[src/rtl/mem_port_arbiter.sv]
// mem_port_arbiter: shares one fixed-latency, single-port unified memory
// between the instruction-fetch (I) and data-access (D) ports.
// One access at a time walks IDLE -> ACC (WAIT+1 cycles) -> RESP.
// Build option: define MEM_ARB_RR_EN for round-robin arbitration on ties.
// Without it, D always wins a tie over I.
module mem_port_arbiter #(
    parameter int AW   = 32,
    parameter int DW   = 32,
    parameter int WAIT = 2
) (
    input  logic          Clk,
    input  logic          Clrn,
    input  logic          Ireq,
    input  logic [AW-1:0] Iaddr,
    output logic [DW-1:0] Irdata,
    output logic          Idone,
    input  logic          Dreq,
    input  logic          Dwe,
    input  logic [AW-1:0] Daddr,
    input  logic [DW-1:0] Dwdata,
    output logic [DW-1:0] Drdata,
    output logic          Ddone,
    output logic          Men,
    output logic          Mwe,
    output logic [AW-1:0] Maddr,
    output logic [DW-1:0] Mwdata,
    input  logic [DW-1:0] Mrdata,
    output logic          Istall,
    output logic          Dstall,
    output logic          Busy
);

    localparam logic [1:0] S_IDLE   = 2'd0;
    localparam logic [1:0] S_ACC    = 2'd1;
    localparam logic [1:0] S_RESP   = 2'd2;
    localparam logic       OWN_I    = 1'b0;
    localparam logic       OWN_D    = 1'b1;
    localparam logic [3:0] WAIT_CNT = 4'(WAIT);

    logic [1:0]    state_q, state_d;
    logic [3:0]    cnt_q, cnt_d;
    logic          owner_q, owner_d;
    logic          we_q, we_d;
    logic [AW-1:0] addr_q, addr_d;
    logic [DW-1:0] wdata_q, wdata_d;
    logic [DW-1:0] irdata_q, irdata_d;
    logic [DW-1:0] drdata_q, drdata_d;
    logic          d_wins;

`ifdef MEM_ARB_RR_EN
    logic last_q, last_d;

    // On a tie, the port that was not granted last time wins.
    assign d_wins = Dreq & (~Ireq | (last_q == OWN_I));
`else
    // The MEM-stage access is older than the fetch, so D wins a tie.
    assign d_wins = Dreq;
`endif

    // Next-state logic: grant and latch in IDLE, count wait states in ACC,
    // capture read data on the last ACC cycle, release after RESP.
    always_comb begin
        state_d  = state_q;
        cnt_d    = cnt_q;
        owner_d  = owner_q;
        we_d     = we_q;
        addr_d   = addr_q;
        wdata_d  = wdata_q;
        irdata_d = irdata_q;
        drdata_d = drdata_q;
`ifdef MEM_ARB_RR_EN
        last_d   = last_q;
`endif
        case (state_q)
            S_IDLE: begin
                if (Dreq | Ireq) begin
                    state_d = S_ACC;
                    cnt_d   = WAIT_CNT;
                    owner_d = d_wins ? OWN_D : OWN_I;
                    addr_d  = d_wins ? Daddr : Iaddr;
                    we_d    = d_wins & Dwe;
                    if (d_wins) begin
                        wdata_d = Dwdata;
                    end
`ifdef MEM_ARB_RR_EN
                    last_d = d_wins ? OWN_D : OWN_I;
`endif
                end
            end
            S_ACC: begin
                if (cnt_q != 4'd0) begin
                    cnt_d = cnt_q - 4'd1;
                end else begin
                    state_d = S_RESP;
                    if (!we_q) begin
                        if (owner_q == OWN_D) begin
                            drdata_d = Mrdata;
                        end else begin
                            irdata_d = Mrdata;
                        end
                    end
                end
            end
            S_RESP: begin
                state_d = S_IDLE;
            end
            default: begin
                state_d = S_IDLE;
            end
        endcase
    end

    // State and latched-access registers; reset aborts any access in flight.
    always_ff @(posedge Clk or negedge Clrn) begin
        if (!Clrn) begin
            state_q  <= S_IDLE;
            cnt_q    <= 4'd0;
            owner_q  <= OWN_I;
            we_q     <= 1'b0;
            addr_q   <= '0;
            wdata_q  <= '0;
            irdata_q <= '0;
            drdata_q <= '0;
`ifdef MEM_ARB_RR_EN
            last_q   <= OWN_I;
`endif
        end else begin
            state_q  <= state_d;
            cnt_q    <= cnt_d;
            owner_q  <= owner_d;
            we_q     <= we_d;
            addr_q   <= addr_d;
            wdata_q  <= wdata_d;
            irdata_q <= irdata_d;
            drdata_q <= drdata_d;
`ifdef MEM_ARB_RR_EN
            last_q   <= last_d;
`endif
        end
    end

    assign Men    = (state_q == S_ACC);
    assign Mwe    = Men & we_q;
    assign Maddr  = addr_q;
    assign Mwdata = wdata_q;
    assign Idone  = (state_q == S_RESP) & (owner_q == OWN_I);
    assign Ddone  = (state_q == S_RESP) & (owner_q == OWN_D);
    assign Irdata = irdata_q;
    assign Drdata = drdata_q;
    assign Istall = Ireq & ~Idone;
    assign Dstall = Dreq & ~Ddone;
    assign Busy   = (state_q != S_IDLE);

endmodule

[config.mk]
export PLATFORM = sky130hd
export DESIGN_NAME = mem_port_arbiter
export DESIGN_NICKNAME = d
export VERILOG_FILES = /design/src/rtl/mem_port_arbiter.sv
export SDC_FILE = /design/constraint.sdc
export NUM_CORES = 1
export LEC_CHECK = 0
export ABC_AREA = 1
export CAP_MARGIN = 20
export CORE_MARGIN = 2
export CORE_UTILIZATION = 45
export DETAILED_ROUTE_END_ITERATION = 10
export PLACE_DENSITY = 0.86
export REMOVE_ABC_BUFFERS = 1
export SLEW_MARGIN = 40
export SYNTH_ARGS = -nofsm -noshare
export SYNTH_HDL_FRONTEND = slang
export SYNTH_SLANG_ARGS = --single-unit
[constraint.sdc]
create_clock -name Clk -period 4.1 [get_ports Clk]
set_input_delay 1.025 -clock Clk [delete_from_list [all_inputs] [get_ports Clk]]
set_output_delay 1.025 -clock Clk [all_outputs]
set_load 0.05 [all_outputs]
* Word-level counts from Yosys, hierarchy flattened
Index checks and enable logic that the tools add are counted.
** Cells by class
- $add $sub $neg :: 1
- Multiply operators :: 0
- Divide/modulo/power cells :: 0
- Magnitude comparators :: 0
- Equal/unequal tests :: 5
- Shift operators :: 0
- Mux-type cells :: 8
- Bitwise operators :: 12
- Reduce and logical (&&, ||, !) cells :: 10
** Operator list (count)
- 32-bit two-way mux :: 1
- 4-bit two-way mux :: 2
- 4-bit case mux with 2 select lines :: 1
- 4-bit AND reduction :: 2
- 1-bit AND :: 6
- 3-bit AND reduction :: 2
- 1-bit inverter :: 5
- 2-bit two-way mux :: 2
- 2-bit inequality test, second input constant :: 2
- 2-bit case mux with 2 select lines :: 1
- 2-bit AND reduction :: 2
- 2-bit nonzero test :: 2
- 4-bit nonzero test :: 1
- 4-bit by 1-bit subtractor with 4-bit output, second input constant :: 1
- 2-bit by 1-bit equality test with 1-bit output, second input constant :: 1
- 2-bit equality test, second input constant :: 1
- 2-bit logical NOT :: 1
- 2-bit by 1-bit inequality test with 1-bit output, second input constant :: 1
- 1-bit two-way mux :: 1
- 1-bit OR :: 1
** Storage, ports and cells
- Flip-flop bits (word level) :: 136
- Bits in latches :: 0
- Bits in writable memories :: 0
- Bits in read-only memories :: 0
- Output and inout port bits :: 135
- Word-level logic and storage cells :: 44
- Memories :: 0

* Depth between registers and ports, before layout
- Depth after elaboration :: 4
- Mapped depth :: 7

* Least setup slack after synthesis
No wires, ideal clock.
- Kind :: in2out
- Start :: input Dreq
- End :: output Dstall
- Data arrival time :: 1.994 ns
- Data required time :: 3.075 ns
- Setup slack :: 1.081 ns
- Stages :: 5
- Buffers on the path :: 3
- Path through :: buf_2 buf_2 buf_2 o21ai_0 inv_1
** Between the ends
- Word-level cells in the longest chain between the ends :: 1
** RTL lines
- from (decl) :: RTL line 17 : input logic Dreq,
- 1-bit AND :: RTL line 151 : assign Dstall = Dreq & ~Ddone;
- to (decl) :: RTL line 29 : output logic Dstall,
No other way between the ends.

* Final worst setup path
- Start :: input Ireq
- End :: output Istall
** Between the ends
- Word-level cells in the longest chain between the ends :: 1
** RTL lines
- from (decl) :: RTL line 13 : input logic Ireq,
- 1-bit AND :: RTL line 150 : assign Istall = Ireq & ~Idone;
- to (decl) :: RTL line 28 : output logic Istall,
No other way between the ends.

==> impl_metrics.toml <==
[global_route]
initial_antenna_violation_count = 0
grt_start_max_net_pins = 80
grt_util_all_layers_pct = 25.75
first_global_vias = 5477
grt_pass1_wl_mm = 28.30
grt_overflow = 0

[critical_path]
worst-endpoint-required_ps = 3070
cp-start-kind = "input pin"
worst_r2r_endpoint = "Drdata[23]$_DFFE_PN0P_"
top_delay_family_on_crit_path = "buffers and inverters"
worstSetupPathType = "input pin to primary output"
critical_path_depth = 4
timing.critical_path.cells = "clkdlybuf4s50_1 > o21ai_0 > inv_1 > clkdlybuf4s50_1"
worst_r2r_path_depth = 7
rrSetupSlack_ps = 1910
reg2reg_from = "cnt_q[0]$_DFFE_PN0P_"
critical_path.endpoint = "Istall"
crit_path_max_incr_delay_ps = 790
worst_ep_arrival_time_ps = 2490
cp_num_buf_inv = 3
worstPathMaxFanout = 2
critical_path_slowest_stage_cell = "clkdlybuf4s50_1"
worst_setup_path_startpoint = "Ireq"
setup.worst_path.end_class = "primary output"
critical-path-top-cell-by-count = "clkdlybuf4s50_1"

[cells_and_area]
antenna_cells = 0
final_util_pct = 72.29
synthToLayoutAreaGrowth_pct = 56.70
postLayoutCellArea_mm2 = 0.009160
final_layout_size_suffix_gt1_share_pct = 5.751
finalNetCount = 1060

[detailed_routing]
drt_first_pass_iters = 5
route.final.wire_length_mm = 17.65
detail-route-antenna-nets = 0
post_drt_wl_per_cell_um = 15.89
dr_total_vias = 5560
drt_iter0_drc = 382
drt-vias-per-instance = 5.005
drt_drc_violations_left = 0

[sta]
fin_crit_ps = 3518
max_slew.worst_pin.slew_ps = 814.4
rsz0062_at_grt = "false"
worst_slew_margin_relative_to_its_limit_pct = 45.58
fin_worst_skew_ps = 4.180
timing.final.crit_share_pct = 85.81
setup_viol_count_final = 0
final_number_of_max_transition_violations = 0
setup_tns_ps = 0
max_freq_mhz = 284.2
hold_viol = 0
hold_slack_ps = 468.3

[yosys]
synth-edff-count = 0
synth_cell_type_count = 24
netlist_instances = 677
ys_async_sr_fraction_pct = 100.0
yosys_register_bits = 136
postSynthAreaPerCell_um2 = 8.635
synthesis.area_mm2 = 0.005846
synth_seq_area_share_pct = 58.22
postSynth.topFlopCell = "dfrtp_1"
synth-warning-count = 0

[floorplan]
start_util_pct = 46.13
core_area_mm2 = 0.01267
fp-row-count = 41
dieHeight_um = 118.0
design.die.area_mm2 = 0.01392
x_dimension_of_the_die_um = 118.0
num_io_pins = 268

[clock_tree]
tritoncts.num_buffers = 17
worst_setup_hold_path_clk_slew_ps = 50
clock_sink_count = 136
cts_hold_buffers = 0
clk-insertion-delay-late_ps = 420
tritoncts = "built"
maximum_buffer_depth_of_the_clock_tree = 2
clock-root-buffer = "clkbuf_16"
post_cts.repair.setup_buffers = 0
postCtsResizedCells = 0
cts_htree_levels = 4

[pwr]
leakagePower_nw = 4.237
power-per-cell-area_mw_per_mm2 = 1011
power.ir.vdd_worst_uv = 610.9

[place]
port_buffers = 267
dp_hpwl_mm = 11.82
place.gp.congestion = 0.8047
instance_area_at_placement_mm2 = 0.008523

[job]
max-cap-violations = 0

[hold_path]
hold_path.class = "register to register"

[outcome]
status = "finished clean"
layout by cell type, fill, tap and decap left out:
master	netlist	routed
clkdlybuf4s50_1	0	264
nand2_1	262	261
dfrtp_1	136	136
o21ai_0	86	86
o21ai_1	49	49
inv_1	41	41
nand3_1	36	36
clkbuf_16	0	17
nor2_1	8	8
buf_4	0	6
clkinv_2	0	5
bufinv_16	0	4
nor2_4	3	3
clkbuf_8	0	3
inv_2	2	2
nand2_2	1	2
nand2_4	2	2
nor2_8	1	1
nor2_2	1	1
o21ai_4	1	1
xor2_1	1	1
nand3_2	1	1
a21oi_1	1	1
nand4_1	1	1
ha_1	1	1
inv_6	0	1
clkinv_4	0	1
clkinvlp_4	0	1
buf_6	11	1
buf_2	10	1
buf_12	0	1
tightest hold or removal path: stages (launching register included):
cell and delay, ps:
dfrtp_1 340, nand2_1 50, nand2_1 40
state kept, by name (all words and copies together) (netlist names):
register,flops
Drdata,32
Mwdata,32
we_q,1
state_q,2
owner_q,1
cnt_q,4
Irdata,32
Maddr,32
power by group:
group | switching, mW | total, mW | internal [mW] | leakage, nW
logic | 3.67 | 5.25 | 1.58 | 2.27
clock network | 0.565 | 1.63 | 1.06 | 0.316
registers | 0.371 | 2.39 | 2.02 | 1.65
worst min-delay path by stage:
| stage | start | endpoint | slack (ps) | depth (start not counted) |
|---|---|---|---|---|
| 2_1_floorplan | cnt_q[1]$_DFFE_PN0P_ | cnt_q[1]$_DFFE_PN0P_ | 470 | 2 |
| 3_3_place_gp | Mwdata[27]$_DFFE_PN0P_ | Mwdata[27]$_DFFE_PN0P_ | 450 | 2 |
| 3_5_place_dp | Mwdata[16]$_DFFE_PN0P_ | Mwdata[16]$_DFFE_PN0P_ | 460 | 2 |
| 4_1_cts | Mwdata[29]$_DFFE_PN0P_ | Mwdata[29]$_DFFE_PN0P_ | 470 | 2 |
| 5_1_grt | Mwdata[29]$_DFFE_PN0P_ | Mwdata[29]$_DFFE_PN0P_ | 490 | 2 |
| 6_report | Mwdata[16]$_DFFE_PN0P_ | Mwdata[16]$_DFFE_PN0P_ | 470 | 2 |
cells in the mapped netlist (2+ instances only):
library cell  number  area share (%)
nor2_4             3            0.58
dfrtp_1          136              58
nor2_1             8            0.51
clkbuf_1          13            0.83
clkbuf_2           6            0.51
buf_2             10            0.86
buf_6             11             2.1
inv_1             41             2.6
nand2_4            2            0.39
nand3_1           36             3.1
inv_2              2            0.13
buf_1              3            0.19
o21ai_1           49             4.2
o21ai_0           86             7.4
nand2_1          262              17
cell type report:
class                           count  area [um^2]
Timing Repair Buffer              273         2724
Tap cell                          172        215.2
Sequential cell                   136         3403
Clock inverter                     12        170.2
Fill cell                         940         3511
Inverter                           43        161.4
Multi-Input combinational cell    455         2019
Clock buffer                       20        466.7
cell families after synthesis:
family	share of synthesized area [%]
xor+xnor	0.1499
flops	58.22
fa+ha+maj	0.2140
compound gates	11.92
simple gates	22.22
buf+inv	7.278
metal layers:
metal / vias up / global-route usage (%) / routed length, um
met4: 0 / 10.99 / 555
met3: 39 / 7.655 / 1444
li1: 2652 / - / -
met5: - / 0 / 0
met2: 250 / 43.31 / 8671
met1: 2619 / 30.73 / 6982
metrics by stage:
| step | total power, mW | worst slack [ps] | cells |
|---|---|---|---|
| 2_1_floorplan | 5.676 | 1561 | 634 |
| 3_3_place_gp | 7.543 | 589.4 | 1079 |
| 3_5_place_dp | 7.643 | 575.9 | 1079 |
| 4_1_cts | 9.314 | 577.9 | 1111 |
| 5_1_grt | 9.709 | 511.6 | 1111 |
| 6_report | 9.260 | 581.9 | 1111 |
(Power assumes the default switching activity.)
